[config.mk]
export PLATFORM = sky130hd
export DESIGN_NAME = fifo_ctrl_fsm_flat
export DESIGN_NICKNAME = d
export VERILOG_FILES = /design/src/rtl/fifo_ctrl_fsm_if.sv /design/src/rtl/fifo_ctrl_fsm.sv /design/src/flat_wrapper.sv
export SDC_FILE = /design/constraint.sdc
export NUM_CORES = 1
export LEC_CHECK = 0
export ABC_AREA = 1
export BUFFER_PORTS_ARGS = -buffer_cell sky130_fd_sc_hd__buf_2
export CELL_PAD_IN_SITES_DETAIL_PLACEMENT = 0
export CELL_PAD_IN_SITES_GLOBAL_PLACEMENT = 1
export CORE_MARGIN = 2
export CORE_UTILIZATION = 38
export CTS_CLUSTER_DIAMETER = 80
export DETAILED_ROUTE_END_ITERATION = 6
export PLACE_DENSITY = 0.89
export SYNTH_ARGS = -nofsm -noshare
export SYNTH_HDL_FRONTEND = slang
export SYNTH_SLANG_ARGS = --single-unit
[constraint.sdc]
create_clock -name clk -period 2.3 [get_ports clk]
set_input_delay 0.115 -clock clk [delete_from_list [all_inputs] [get_ports clk]]
set_output_delay 0.115 -clock clk [all_outputs]
set_load 0.02 [all_outputs]
[src/rtl/fifo_ctrl_fsm_if.sv]
// Bundle between the FIFO controller and its environment: button/streaming
// requests toward the controller, enables/pointers/flags back out.
interface fifo_ctrl_fsm_if #(
  parameter int ADDR_W = 3
);
  logic              button;
  logic              mode;
  logic              wr_req;
  logic              rd_req;
  logic [ADDR_W:0]   Write_Ptr;
  logic [ADDR_W:0]   Read_Ptr;
  logic              Wen;
  logic              Ren;
  logic              fifo_full;
  logic              fifo_empty;
  logic              almost_full;
  logic              almost_empty;
  logic [ADDR_W:0]   count;
  logic              overflow;
  logic              underflow;

  modport master (
    output button, mode, wr_req, rd_req,
    input  Write_Ptr, Read_Ptr, Wen, Ren, fifo_full, fifo_empty,
    input  almost_full, almost_empty, count, overflow, underflow
  );

  modport slave (
    input  button, mode, wr_req, rd_req,
    output Write_Ptr, Read_Ptr, Wen, Ren, fifo_full, fifo_empty,
    output almost_full, almost_empty, count, overflow, underflow
  );
endinterface

[src/rtl/fifo_ctrl_fsm.sv]
// FIFO pointer/flag controller driven by a one-shot button FSM and a streaming
// request path. Define FIFO_CTRL_ERR_FLAGS_EN to build sticky overflow/underflow.
module fifo_ctrl_fsm #(
  parameter int ADDR_W   = 3,
  parameter int AF_LEVEL = 6,
  parameter int AE_LEVEL = 2
) (
  input  logic            clk,
  input  logic            reset,
  fifo_ctrl_fsm_if.slave  bus
);

  localparam logic [ADDR_W:0] PTR_ONE  = {{ADDR_W{1'b0}}, 1'b1};
  localparam logic [ADDR_W:0] AF_THR   = AF_LEVEL[ADDR_W:0];
  localparam logic [ADDR_W:0] AE_THR   = AE_LEVEL[ADDR_W:0];

  typedef enum logic [1:0] {
    IDLE       = 2'd0,
    WRITE_MODE = 2'd1,
    READ_MODE  = 2'd2,
    HOLD       = 2'd3
  } state_t;

  state_t            state;
  logic [ADDR_W:0]   write_ptr;
  logic [ADDR_W:0]   read_ptr;
  logic [ADDR_W:0]   occupancy;
  logic              full;
  logic              empty;
  logic              wen;
  logic              ren;
  logic              ovf_set;
  logic              unf_set;

  // Flags are derived only from registered pointers, never from requests.
  assign occupancy = write_ptr - read_ptr;
  assign empty     = (write_ptr == read_ptr);
  assign full      = (write_ptr[ADDR_W] != read_ptr[ADDR_W]) &&
                     (write_ptr[ADDR_W-1:0] == read_ptr[ADDR_W-1:0]);

  always_comb begin
    wen     = 1'b0;
    ren     = 1'b0;
    ovf_set = 1'b0;
    unf_set = 1'b0;
    case (state)
      IDLE: begin
        // A read in the same cycle frees the slot a full FIFO would refuse.
        ren     = bus.rd_req & ~empty;
        wen     = bus.wr_req & (~full | bus.rd_req);
        ovf_set = bus.wr_req & full & ~bus.rd_req;
        unf_set = bus.rd_req & empty;
      end
      WRITE_MODE: begin
        wen     = ~full;
        ovf_set = full;
      end
      READ_MODE: begin
        ren     = ~empty;
        unf_set = empty;
      end
      default: begin
      end
    endcase
  end

  always_ff @(posedge clk or negedge reset) begin
    if (!reset) begin
      state     <= IDLE;
      write_ptr <= '0;
      read_ptr  <= '0;
    end else begin
      if (wen) write_ptr <= write_ptr + PTR_ONE;
      if (ren) read_ptr  <= read_ptr + PTR_ONE;
      case (state)
        IDLE: begin
          if (!bus.button) state <= bus.mode ? WRITE_MODE : READ_MODE;
        end
        WRITE_MODE: state <= HOLD;
        READ_MODE:  state <= HOLD;
        HOLD: begin
          if (bus.button) state <= IDLE;
        end
        default: state <= IDLE;
      endcase
    end
  end

`ifdef FIFO_CTRL_ERR_FLAGS_EN
  logic overflow_reg;
  logic underflow_reg;

  always_ff @(posedge clk or negedge reset) begin
    if (!reset) begin
      overflow_reg  <= 1'b0;
      underflow_reg <= 1'b0;
    end else begin
      if (ovf_set) overflow_reg  <= 1'b1;
      if (unf_set) underflow_reg <= 1'b1;
    end
  end

  assign bus.overflow  = overflow_reg;
  assign bus.underflow = underflow_reg;
`else
  logic unused_err;
  assign unused_err    = ovf_set ^ unf_set;
  assign bus.overflow  = 1'b0;
  assign bus.underflow = 1'b0;
`endif

  // Strobes are gated by reset so nothing reaches storage while it is held.
  assign bus.Wen          = wen & reset;
  assign bus.Ren          = ren & reset;
  assign bus.Write_Ptr    = write_ptr;
  assign bus.Read_Ptr     = read_ptr;
  assign bus.count        = occupancy;
  assign bus.fifo_full    = full;
  assign bus.fifo_empty   = empty;
  assign bus.almost_full  = (occupancy >= AF_THR);
  assign bus.almost_empty = (occupancy <= AE_THR);

endmodule

[src/flat_wrapper.sv]
// flat-port wrapper written by rule: the top's interface ports become plain ports
module fifo_ctrl_fsm_flat 
#(
  parameter int ADDR_W   = 3,
  parameter int AF_LEVEL = 6,
  parameter int AE_LEVEL = 2
)
  (clk, reset, bus_button, bus_mode, bus_wr_req, bus_rd_req, bus_Write_Ptr, bus_Read_Ptr, bus_Wen, bus_Ren, bus_fifo_full, bus_fifo_empty, bus_almost_full, bus_almost_empty, bus_count, bus_overflow, bus_underflow);
  fifo_ctrl_fsm_if #(.ADDR_W(ADDR_W)) bus_i ();
  input  logic clk;
  input  logic reset;
  input wire logic [$bits(bus_i.button)-1:0] bus_button;
  input wire logic [$bits(bus_i.mode)-1:0] bus_mode;
  input wire logic [$bits(bus_i.wr_req)-1:0] bus_wr_req;
  input wire logic [$bits(bus_i.rd_req)-1:0] bus_rd_req;
  output wire logic [$bits(bus_i.Write_Ptr)-1:0] bus_Write_Ptr;
  output wire logic [$bits(bus_i.Read_Ptr)-1:0] bus_Read_Ptr;
  output wire logic [$bits(bus_i.Wen)-1:0] bus_Wen;
  output wire logic [$bits(bus_i.Ren)-1:0] bus_Ren;
  output wire logic [$bits(bus_i.fifo_full)-1:0] bus_fifo_full;
  output wire logic [$bits(bus_i.fifo_empty)-1:0] bus_fifo_empty;
  output wire logic [$bits(bus_i.almost_full)-1:0] bus_almost_full;
  output wire logic [$bits(bus_i.almost_empty)-1:0] bus_almost_empty;
  output wire logic [$bits(bus_i.count)-1:0] bus_count;
  output wire logic [$bits(bus_i.overflow)-1:0] bus_overflow;
  output wire logic [$bits(bus_i.underflow)-1:0] bus_underflow;
  assign bus_i.button = bus_button;
  assign bus_i.mode = bus_mode;
  assign bus_i.wr_req = bus_wr_req;
  assign bus_i.rd_req = bus_rd_req;
  assign bus_Write_Ptr = bus_i.Write_Ptr;
  assign bus_Read_Ptr = bus_i.Read_Ptr;
  assign bus_Wen = bus_i.Wen;
  assign bus_Ren = bus_i.Ren;
  assign bus_fifo_full = bus_i.fifo_full;
  assign bus_fifo_empty = bus_i.fifo_empty;
  assign bus_almost_full = bus_i.almost_full;
  assign bus_almost_empty = bus_i.almost_empty;
  assign bus_count = bus_i.count;
  assign bus_overflow = bus_i.overflow;
  assign bus_underflow = bus_i.underflow;
  fifo_ctrl_fsm #(.ADDR_W(ADDR_W), .AF_LEVEL(AF_LEVEL), .AE_LEVEL(AE_LEVEL)) u_core (.clk(clk), .reset(reset), .bus(bus_i));
endmodule
==> results of run 1 <==
worst register-to-register path: stages, from the launching register on:
cell and delay [ns]:
dfrtp_1 0.45, inv_1 0.08, ha_1 0.36, nand2_2 0.12, nor2_8 0.13, nand3_4 0.12, nand2_4 0.10, nand2_1 0.05
nand2_1 0.06
cells by family (layout without fill, tap and decap cells):
| family | Yosys count | after routing | share of synthesized area |
|---|---|---|---|
| AND/OR/NAND/NOR | 62 | 62 | 0.378 |
| buffers and inverters | 15 | 41 | 0.0759 |
| adder cells (fa/ha/maj) | 10 | 10 | 0.158 |
| flip-flops | 10 | 10 | 0.298 |
| AO/OA/AOI/OAI | 8 | 8 | 0.0551 |
| XOR/XNOR | 3 | 3 | 0.0313 |
| other | 1 | 2 | 0.00446 |
sequential cells by signal (all words and copies together), names as in the netlist:
signal,count
u_core.bus.Read_Ptr,4
u_core.bus.Write_Ptr,4
u_core.state,2
final timing paths:
path	startpoint	endpoint	slack, ns	depth (start not counted)
hold / removal	bus_mode	u_core.state[0]$_DFFE_PN0P_	0.20	5
setup / recovery	u_core.bus.Write_Ptr[0]$_DFFE_PN0P_	bus_almost_full	0.28	9
setup reg to reg	u_core.bus.Read_Ptr[2]$_DFFE_PN0P_	u_core.bus.Write_Ptr[1]$_DFFE_PN0P_	0.76	8
max in group asynchronous	reset	u_core.bus.Write_Ptr[2]$_DFFE_PN0P_	1.85	2
min in group asynchronous	reset	u_core.bus.Read_Ptr[3]$_DFFE_PN0P_	0.24	2
hold reg to reg	u_core.bus.Write_Ptr[0]$_DFFE_PN0P_	u_core.bus.Write_Ptr[0]$_DFFE_PN0P_	0.57	2
final cells by class:
type / count / area (µm²) / share of cell area
Clock buffer: 4 / 36.3 / 0.0354
Timing Repair Buffer: 24 / 125 / 0.122
Tap cell: 28 / 35.0 / 0.0341
Inverter: 13 / 48.8 / 0.0476
Multi-Input combinational cell: 85 / 531 / 0.517
Sequential cell: 10 / 250 / 0.244
cell usage after synthesis:
cell	number	area share
nand2_1	35	0.16
inv_1	13	0.058
nand3_1	12	0.071
dfrtp_1	10	0.30
ha_1	9	0.13
o21ai_0	4	0.024
nand2_2	3	0.022
nand2_4	3	0.040
nor2_1	3	0.013
buf_4	2	0.018
nand4_1	2	0.015
xnor2_1	2	0.021
a21o_1	1	0.0089
a21o_2	1	0.010
a21oi_1	1	0.0059
conb_1	1	0.0045
fa_1	1	0.024
nand3_4	1	0.021
nand3b_1	1	0.0089
nor2_8	1	0.024
nor3_1	1	0.0059
o21ai_1	1	0.0059
xor2_1	1	0.010
placed cells by master (no fill, tap or decap), drive strengths merged:
master,n
inv,13
xnor2,2
clkbuf,4
a21o,2
ha,9
a21oi,1
nand3,13
dfrtp,10
nor3,1
dlygate4sd3,1
o21ai,5
nand3b,1
nand4,2
buf,23
conb,2
xor2,1
nand2,41
nor2,4
fa,1
per-layer routing:
layer,track usage,vias up
met3,0.0263,2
met4,0.0946,0
met5,0,-
met1,0.188,351
li1,-,405
met2,0.260,20
through the flow:
| step | cell area (µm²) | hold slack, ns | utilization | instances | setup slack [ns] |
|---|---|---|---|---|---|
| after global placement | 980 | -0.0102 | 0.456 | 159 | 0.596 |
| after CTS | 1030 | 0.204 | 0.478 | 164 | 0.269 |
| after detailed placement | 980 | -0.00582 | 0.456 | 159 | 0.555 |
| after floorplan | 845 | -0.181 | - | 110 | 0.366 |
| after global routing | 1030 | 0.234 | 0.478 | 164 | 0.128 |
| final | 1030 | 0.203 | 0.478 | 164 | 0.280 |
==> reports/results.txt, run 1 <==
Period utilization: 0.878
#FFs+latches synth: 10
Core area: 2150 µm²
Cts bufs inserted: 3
Gr usage total: 0.157
CP max FO: 6
Slew Limit Fails: 0
Number of global-route vias before repair: 651
Total Wirelength: 1.75 mm
Cells after synthesis: 109
Critical Path RT: 2.18 ns
Share of layout cells above drive strength 1: 0.265
Most frequent CP cell: inv_1
Final ANT Viol Nets: 0
Die ar.: 2610 µm²
Post-Syn Area: 841 µm²
Die height: 51.0 µm
Largest net degree at the start of global routing: 12
Clock Skews: 0.00835 ns
CTS max path bufs: 2
DRT iter0 DRCs: 10
Distinct cells, synth: 23
Hold Fails Final Rpt: 0
Status: completed
Grt total ovfl: 0
Top cell family by delay on the critical path: adder cells
Vias: 778
CP bufs+invs: 4
First-pass GRT wire length: 3.01 mm
Worst skew pair latency: 0.27 ns
Hold buffer count at CTS: 1
WL/cell: 10.7 µm
Port buffer count: 23
Dpl hpwl: 1.45 mm
H-tree depth: 1
Met2 routed wirelength: 880 µm
Drt via density: 4.74
Post-CTS Setup Repair Bufs: 0
# rows: 17
CP max-delay cell: dfrtp_1
Seq/Total Area, Yosys: 0.298
Setup Crit Path Kind: register to primary output
Initial antenna violation count: 0
Hold/Removal Path Class: primary input to register
# diodes: 0
P&R area growth vs syn: 22.0%
Ys Warns: 0
Setup TNS: 0 ns
Max Used Layer: met4
CP Launch Type: register
F_max: 495 MHz
DR DRC count: 0
Final net count: 153
CP arrival: 1.91 ns
Met3 wire length: 59 µm
Tmin final: 2.02 ns
Setup violators final: 0
Crit path cell chain: inv_1 -> ha_1 -> inv_1 -> fa_1 -> xnor2_1 -> inv_1 -> nand2_1 -> nand3_1 -> buf_2
DRT Pass-1 Iters: 4
CTS resizes: 0
WL met1: 790 µm
Max stage delay on crit path: 0.42 ns
Max-Cap Viols: 0
CTS tree: yes
CTS Root Cell: clkbuf_4
Syn_area_per_cell: 7.71 µm²
Initial Util: 0.391
Placer's final routability congestion estimate: 0.803
CTS sink cnt: 10
Crit end category: primary output
Width of the die: 51.0 µm
Top-level I/O count: 26
Filler cells: 234
Clock slew at reported path FFs: 0.06 ns
RSZ-0062 raised after global routing: no
Power of run 1 is left out: the tool's default activity adds up to more than one toggle a clock period on the data nets, which glitch-free logic cannot reach.
==> run 2: changes to the inputs <==
--- a/config.mk
+++ b/config.mk
@@ -9,6 +9,7 @@
 export BUFFER_PORTS_ARGS = -buffer_cell sky130_fd_sc_hd__buf_2
 export CELL_PAD_IN_SITES_DETAIL_PLACEMENT = 0
 export CELL_PAD_IN_SITES_GLOBAL_PLACEMENT = 1
+export CORE_ASPECT_RATIO = 0.7
 export CORE_MARGIN = 2
 export CORE_UTILIZATION = 38
 export CTS_CLUSTER_DIAMETER = 80
==> reports/results.txt, run 2 (same netlist as run 1, synthesis figures left out) <==
CP max-delay cell: dfrtp_1
Placer's final routability congestion estimate: 0.798
Drt via density: 4.59
Max stage delay on crit path: 0.45 ns
Crit end category: primary output
Final ANT Viol Nets: 0
Dpl hpwl: 1.53 mm
Initial antenna violation count: 0
Grt total ovfl: 0
Tmin final: 2.06 ns
Placed cell count: 163
Total Wirelength: 1.84 mm
DRT Pass-1 Iters: 4
Share of layout cells above drive strength 1: 0.265
Filler cells: 215
Number of global-route vias before repair: 653
Cts bufs inserted: 3
Post-CTS Setup Repair Bufs: 0
Status: completed
Initial Util: 0.397
R2r setup slk: 0.76 ns
Core area: 2120 µm²
CP Launch Type: register
# rows: 14
Setup TNS: 0 ns
Worst skew pair latency: 0.27 ns
Hold/Removal Path Class: primary input to register
Setup Crit Path Kind: register to primary output
Clock slew at reported path FFs: 0.07 ns
Crit path cell chain: inv_1 -> ha_1 -> inv_1 -> fa_1 -> xnor2_1 -> inv_1 -> nand2_1 -> nand3_1 -> buf_2
Period utilization: 0.894
Slew Limit Fails: 0
Port buffer count: 23
Vias: 771
Most frequent CP cell: inv_1
CTS sink cnt: 10
DR DRC count: 0
Width of the die: 60.2 µm
Most common cell after layout, fill and taps aside: nand2_1
Fin cells: 168
CTS max path bufs: 2
Setup violators final: 0
Highest-count cells in the layout ignoring fill and taps: 35 x nand2_1, 23 x buf_2, 13 x inv_1
Clock Skews: 0.00204 ns
Hold Fails Final Rpt: 0
CTS tree: yes
First-pass GRT wire length: 2.96 mm
Top cell family by delay on the critical path: adder cells
# diodes: 0
DRT iter0 DRCs: 23
WL/cell: 10.9 µm
CP max FO: 6
Final net count: 153
H-tree depth: 1
Worst hold margin: 0.194 ns
Critical Path RT: 2.18 ns
Die height: 43.4 µm
Gr usage total: 0.156
Largest net degree at the start of global routing: 12
Top-level I/O count: 26
CTS Root Cell: clkbuf_4
RSZ-0062 raised after global routing: no
Final Util: 0.486
CP arrival: 1.94 ns
Die ar.: 2610 µm²
P&R area growth vs syn: 22.6%
Max-Cap Viols: 0
F_max: 486 MHz
CP bufs+invs: 4
## run 2: cell counts in the layout (fill, tap and decap cells not counted)
Identical to the previous run, type by type.
## run 2: repair_timing
item,in CTS,in global routing
hold endpoints to repair,10,0
hold buffers,1,0
gates resized for setup,0,0
## run 2: final timing paths
| path | startpoint | to | cells past startpoint |
|---|---|---|---|
| hold / removal | bus_mode | u_core.state[0]$_DFFE_PN0P_ | 5 |
| setup reg to reg | u_core.bus.Read_Ptr[2]$_DFFE_PN0P_ | u_core.bus.Write_Ptr[3]$_DFFE_PN0P_ | 8 |
| max in group asynchronous | reset | u_core.bus.Write_Ptr[1]$_DFFE_PN0P_ | 2 |
| setup / recovery | u_core.bus.Write_Ptr[0]$_DFFE_PN0P_ | bus_almost_full | 9 |
| hold reg to reg | u_core.bus.Read_Ptr[3]$_DFFE_PN0P_ | u_core.bus.Read_Ptr[3]$_DFFE_PN0P_ | 2 |
| min in group asynchronous | reset | u_core.bus.Read_Ptr[3]$_DFFE_PN0P_ | 2 |
## run 2: layout make-up
class                   count  area [µm²]  share of cell area
well taps                  32        40.0              0.0388
inverters                  13        48.8              0.0473
clock buffers               4        36.3              0.0352
flip-flops and latches     10         250               0.243
multi-input cells          85         531               0.515
repair buffers             24         125               0.121
## run 2: metal layers
metal,track usage,share of wire,vias up
li1,-,-,403
met1,0.210,0.50,354
met2,0.241,0.45,14
met3,0.0627,0.048,0
met4,0.0267,0,0
met5,0,0,-
## run 2: tightest hold or removal path, delay by kind of cell
kind / cells / cell delay (ns)
and+or+nand+nor: 3 / 0.17
AOI/OAI and AO/OA: 1 / 0.06
buffers and inverters: 1 / 0.08
## run 2: through the flow
stage / area [µm²] / worst slack, ns
finish: 1030 / 0.244
global route: 1030 / 0.111
CTS: 1030 / 0.232
detailed placement: 985 / 0.535
global placement: 985 / 0.601
floorplan: 845 / 0.366
Power of run 2 is left out for the same reason.
==> run 3: changes to the inputs <==
--- a/config.mk
+++ b/config.mk
@@ -7,13 +7,14 @@
 export LEC_CHECK = 0
 export ABC_AREA = 1
 export BUFFER_PORTS_ARGS = -buffer_cell sky130_fd_sc_hd__buf_2
-export CELL_PAD_IN_SITES_DETAIL_PLACEMENT = 0
+export CELL_PAD_IN_SITES_DETAIL_PLACEMENT = 1
 export CELL_PAD_IN_SITES_GLOBAL_PLACEMENT = 1
 export CORE_ASPECT_RATIO = 0.7
 export CORE_MARGIN = 2
 export CORE_UTILIZATION = 38
 export CTS_CLUSTER_DIAMETER = 80
 export DETAILED_ROUTE_END_ITERATION = 6
+export GPL_TIMING_DRIVEN = 0
 export PLACE_DENSITY = 0.89
 export SYNTH_ARGS = -nofsm -noshare
 export SYNTH_HDL_FRONTEND = slang
==> reports/results.txt, run 3 (same netlist as run 1, synthesis figures left out) <==
Core area: 2120 µm²
Slew Limit Fails: 0
# rows: 14
Initial Util: 0.397
Initial antenna violation count: 0
DP Area: 1000 µm²
Clock slew at reported path FFs: 0.07 ns
Port buffer count: 23
Tmin final: 2.12 ns
CP arrival: 2.01 ns
Post-CTS Setup Repair Bufs: 0
Setup Crit Path Kind: register to primary output
Setup TNS: 0 ns
Drt via density: 4.73
Critical Path RT: 2.18 ns
R2r setup slk: 0.76 ns
Cts bufs inserted: 3
Highest-count cells in the layout ignoring fill and taps: 35 x nand2_1, 23 x buf_2, 13 x inv_1
CTS sink cnt: 10
CP bufs+invs: 4
Top cell family by delay on the critical path: adder cells
Status: completed
Share of layout cells above drive strength 1: 0.270
Final standard cell area without fillers: 1030 µm²
Final Worst Setup Slack: 0.176 ns
DRT Pass-1 Iters: 3
P&R area growth vs syn: 22.8%
CTS resizes: 0
Top-level I/O count: 26
Total Wirelength: 2.17 mm
Setup WS pre-CTS: 0.476 ns
Period utilization: 0.923
H-tree depth: 1
Most common cell after layout, fill and taps aside: nand2_1
Largest net degree at the start of global routing: 12
Clock Skews: 0.00754 ns
Hold Fails Final Rpt: 0
Dpl hpwl: 1.81 mm
# diodes: 0
Placer's final routability congestion estimate: 0.791
Grt total ovfl: 0
Die ar.: 2610 µm²
RSZ-0062 raised after global routing: no
CTS max path bufs: 2
DR DRC count: 0
WL/cell: 12.8 µm
CTS Root Cell: clkbuf_4
Hold/Removal Path Class: primary input to register
First-pass GRT wire length: 3.68 mm
Crit end category: primary output
Fin cells: 169
Setup violators final: 0
Final ANT Viol Nets: 0
Worst skew pair latency: 0.27 ns
Max-Cap Viols: 0
Number of global-route vias before repair: 834
CP max-delay cell: dfrtp_1
CP Launch Type: register
Most frequent CP cell: inv_1
CP max FO: 6
Die height: 43.4 µm
Placed cell count: 165
Max stage delay on crit path: 0.45 ns
Final net count: 155
Gr usage total: 0.194
F_max: 471 MHz
Vias: 800
DRT iter0 DRCs: 22
Crit path cell chain: inv_1 -> ha_1 -> inv_1 -> fa_1 -> xnor2_1 -> inv_1 -> nand2_1 -> nand3_1 -> buf_2
Width of the die: 60.2 µm
CTS tree: yes
Hold buffer count at CTS: 1
==> run 3: cell types whose count changed in the layout (fill, tap and decap cells not counted), sizes merged <==
cell / change
buf: +2
clkbuf: -1
==> run 3: final timing paths <==
check | start | endpoint | cells after the start
max in group asynchronous | reset | u_core.bus.Write_Ptr[3]$_DFFE_PN0P_ | 2
min in group asynchronous | reset | u_core.bus.Read_Ptr[3]$_DFFE_PN0P_ | 2
min | bus_mode | u_core.state[0]$_DFFE_PN0P_ | 5
max | u_core.bus.Write_Ptr[0]$_DFFE_PN0P_ | bus_almost_full | 9
min reg2reg | u_core.bus.Read_Ptr[3]$_DFFE_PN0P_ | u_core.bus.Read_Ptr[3]$_DFFE_PN0P_ | 2
max reg2reg | u_core.bus.Read_Ptr[2]$_DFFE_PN0P_ | u_core.bus.Write_Ptr[2]$_DFFE_PN0P_ | 8
==> run 3: routing by layer <==
metal	wire, µm	global-route usage
met4	31	0.0533
met2	1120	0.335
met5	0	0
met1	927	0.236
met3	87	0.0567
==> run 3: tightest hold or removal path, stage by stage <==
cell and delay [ns]:
buf_2 0.09, nand2_1 0.05, nand2_1 0.05, nand2_1 0.04
o21ai_0 0.08
==> run 3: through the flow <==
stage,utilization,hold slack (ns)
floorplan,-,-0.181
global placement,0.472,-0.00524
detailed placement,0.472,-0.000276
CTS,0.487,0.193
global route,0.487,0.215
finish,0.487,0.196
==> run 3: cell type report <==
| cell class | instances | area [µm²] |
|---|---|---|
| Timing Repair Buffer | 24 | 125 |
| Fill cell | 275 | 1090 |
| Multi-Input combinational cell | 85 | 531 |
| Sequential cell | 10 | 250 |
| Inverter | 13 | 48.8 |
| Buffer | 2 | 15.0 |
| Tap cell | 32 | 40.0 |
| Clock buffer | 3 | 22.5 |
Power of run 3 is left out for the same reason.
